--- src/rtl/config_pkg.sv ---
// Shared core configuration and PMA table types.
// range_check is the single definition of the region match equation.
package config_pkg;

    localparam int unsigned NrMaxRules = 16;

    typedef struct packed {
        int unsigned NrPMAEntries;
    } cva6_cfg_t;

    localparam cva6_cfg_t cva6_cfg_empty = '0;

    typedef struct packed {
        logic nonidem;
        logic exec;
        logic cached;
    } pma_attr_t;

    typedef struct packed {
        logic       valid;
        logic       lock;
        logic [63:0] base;
        logic [63:0] len;
        pma_attr_t  attr;
    } pma_entry_t;

    // One extra bit on the upper bound so a region ending at 2^64 does not wrap.
    function automatic logic range_check(input logic [63:0] base, input logic [63:0] len,
                                         input logic [63:0] addr);
        logic [64:0] top;
        top = {1'b0, base} + {1'b0, len};
        return (base <= addr) && ({1'b0, addr} < top);
    endfunction

endpackage

--- src/rtl/pma_range_match.sv ---
// Combinational match of one PMA entry against one lookup address.
module pma_range_match
    import config_pkg::*;
#(
    parameter int unsigned AddrWidth = 64
) (
    input  pma_entry_t           entry,
    input  logic [AddrWidth-1:0] addr,
    output logic                 match
);

    // Entry fields are 64 bits; only the low AddrWidth bits take part.
    localparam logic [63:0] Mask = {64{1'b1}} >> (64 - AddrWidth);

    logic unusedFields;
    assign unusedFields = ^{entry.lock, entry.attr};

    assign match = entry.valid && range_check(entry.base & Mask, entry.len & Mask, 64'(addr));

endmodule

--- config.mk ---
export PLATFORM = sky130hd
export DESIGN_NAME = pma_range_match
export DESIGN_NICKNAME = d
export VERILOG_FILES = /design/src/rtl/config_pkg.sv /design/src/rtl/pma_range_match.sv
export SDC_FILE = /design/constraint.sdc
export NUM_CORES = 1
export LEC_CHECK = 0
export BUFFER_PORTS_ARGS = -buffer_cell sky130_fd_sc_hd__buf_2
export CAP_MARGIN = 40
export CORE_UTILIZATION = 45
export DETAILED_ROUTE_END_ITERATION = 7
export PLACE_DENSITY = 0.73
export SYNTH_ARGS = -nofsm -noshare
export SYNTH_HDL_FRONTEND = slang
export SYNTH_SLANG_ARGS = --single-unit
--- constraint.sdc ---
create_clock -name vclk -period 4.9
set_clock_uncertainty 0.2 [all_clocks]
set_input_delay 0.49 -clock vclk [all_inputs]
set_output_delay 0.49 -clock vclk [all_outputs]
set_load 0.05 [all_outputs]
==> reports/metrics.cfg <==
[yosys]
yosys_warnings=0
synthMuxAreaShare=0
synth_top_area_share=0.345
postSynthCellCount=949
synth-seq-area-share=0
netlist_area_sq_um=6930
ys_types=75
synth_compound_area_frac=0.336
synth-adder-area-share=0.348
yosys.area_share.xor_xnor=0.0696
synth_top_family_by_area=adder cells
syn_avg_cell_area_sq_um=7.30
yosysTopAreaCell=ha_1
yosys.area_share.simple=0.189
syn-num-nets=1338
ys_top_cells_by_area=ha_1, a21o_1, a21oi_1, inv_1, nand4_1

[timing]
finalCritPeriodShare=1.13
fmax_mhz=181
timing.final.hold_violations=0
relSlewSlack=0.630
rsz0062_at_grt=yes
fin_tns_setup_ns=-0.626
fin_crit_ns=5.53
hold_slack_ns=1.41
setup_slack_ns=-0.626
drv_slew=0
tightest_slew_ns=0.554
finalSetupViolCount=1

[power_and_ir_drop]
power_density_nw_per_um2=139
p_int_w=0.000705
p_sw_w=0.000704
leakage_nw=5.56
pwr-share-clk=0
max-vdd-ir-drop_mv=0.0677
power_frac_comb=1.000
power_frac_seq=0
swShare=0.500

[finish]
seq_cell_count=0
drive_above_1_share=0.366
nets=1745
final_common_cell=buf_4
regArea_sq_um=0
fillers=1253
nClkBuffers=0
area_growth_pct=46.2
mostFrequentLayoutCells=buf_4, buf_2, ha_1

[global_routing]
overflow=0
antenna_found_initial=3
grt_pass1_wl_um=40300
grt_max_degree=12
grt_use_total=0.305
grt_pass1_vias=8760

[detailed_routing]
routed_wl_um=25400
drtIter0Drc=511
final_antenna_net_count=0
vias=8887
vias_per_cell=5.77
wl_per_cell_um=16.5
drc=0
dr.pass1.iters=5

[floorplan]
die_w_um=126
die-area_sq_um=15900
die_h_um=126
rows=44
num_io_pins=198
initial_core_util=0.469
fp.coreArea_sq_um=14800

[setup_path]
cp.required_ns=4.21
slowest_delay_ns=0.37
worstSetupPathType=input pin to output pin
path_cells=buf_8 -> ha_4 -> inv_2 -> fa_2 -> nor2b_4 -> o31a_1 -> a41oi_2 -> buf_4 -> a21oi_4 -> o21ai_2 -> and3_4 -> o31ai_4 -> buf_6 -> buf_4 -> o211ai_2 -> nand2_1 -> xnor2_1 -> ha_1 -> nand4_1 -> a21boi_1 -> o211ai_1 -> a221o_1 -> o31a_4 -> buf_8
cp_slowest_cell=a221o_1
crit_path_end_kind=output pin
cp_max_fo=3
crit_arrival_ns=4.84
cp-start-kind=input pin

[worst_hold_path]
holdPathEnd=match
hold_path_class=input pin to output pin
worstHoldPathCells=6
min_from=entry[132]

[placement]
dp_hpwl_um=21000
dp_slack_ns=-1.04
io_buffers=194
gp_congestion=0.975

[outcome]
status=complete, but fails checks
violations=negative setup slack

[flow_run]
cap_violations=0

[clock_tree]
ctsHoldBuffers=0

## worst max-delay path, delay by kind of cell
kind,cells,cell delay [ns]
adder cells (fa/ha/maj),3,0.71
buffers and inverters,6,0.76
AO/OA/AOI/OAI,10,2.21
XOR/XNOR,1,0.15
AND/OR/NAND/NOR,4,0.51
## cell families (layout without fill, tap and decap cells)
logic type | Yosys count | after routing
AO/OA/AOI/OAI | 345 | 345
AND/OR/NAND/NOR | 252 | 252
adder cells (fa/ha/maj) | 192 | 192
buffers and inverters | 105 | 510
XOR/XNOR | 55 | 55
other | 0 | 3
## layer usage
layer,global-route usage,wire (um),vias to the layer above
li1,-,-,4388
met5,0,0,-
met4,0.142,1200,0
met1,0.357,10600,4075
met2,0.565,12400,344
met3,0.0191,1280,80
## power by group through the flow
stage                     combinational, W  sequential [W]        clock (W)
final                              0.00141               0  0.0000000000819
after global routing               0.00155               0  0.0000000000818
after CTS                          0.00135               0                0
after detailed placement           0.00128               0                0
after global placement             0.00125               0                0
after floorplan                   0.000772               0                0
## what timing repair did
item                                    4_1_cts  5_1_grt
pin swaps                                    41       36
endpoints found under the setup margin        1        1
resized for setup                            55       15
setup buffers                                26        4
endpoints found under the hold margin         0        0
## Yosys cell counts, types with 3 or more instances
cell       instances
a221oi_1           5
o31ai_1            5
nor2_1            56
o21ai_0           53
or3_1              3
and4_1             3
a21oi_1          100
or2_2              5
a41oi_2            3
nand2b_1          11
buf_2              6
a21o_1            81
nor3_1            14
o21bai_1          16
clkbuf_1          13
ha_1             191
xnor2_1           31
o2111ai_1          3
o211ai_1           4
and3_1             5
o21a_1            10
a31oi_1           13
and2_1             3
nand3_1           14
nor2b_1           17
xor2_1            24
nand2_1           59
o21ai_1            7
a41oi_1            4
a211oi_1           5
nand4_1           44
inv_1             86
## stage by stage
step | instance area [sq um] | total power, W | utilization | std cells
floorplan | 6940 | 0.000772 | - | 949
global placement | 9570 | 0.00125 | 0.649 | 1509
detailed placement | 9570 | 0.00128 | 0.649 | 1509
CTS | 9990 | 0.00135 | 0.677 | 1534
global route | 10100 | 0.00155 | 0.686 | 1541
finish | 10100 | 0.00141 | 0.686 | 1541
## cell type report
cell class | count | area [sq um] | share of cell area
antenna | 3 | 7.51 | 0.000741
timing repair buffer | 424 | 2730 | 0.269
inverter | 86 | 323 | 0.0319
tap | 184 | 230 | 0.0227
multi-input combinational | 844 | 6840 | 0.675
## how the worst max path moves through the flow
stage	startpoint	end	slack, ns	depth (start not counted)
detailed placement	entry[67]	match	-1.04	27
floorplan	entry[10]	match	0.0003	22
global placement	entry[67]	match	-0.94	25
CTS	entry[67]	match	-0.44	24
global route	entry[67]	match	-0.74	26
finish	entry[67]	match	-0.63	24
(Power assumes the default switching activity.)
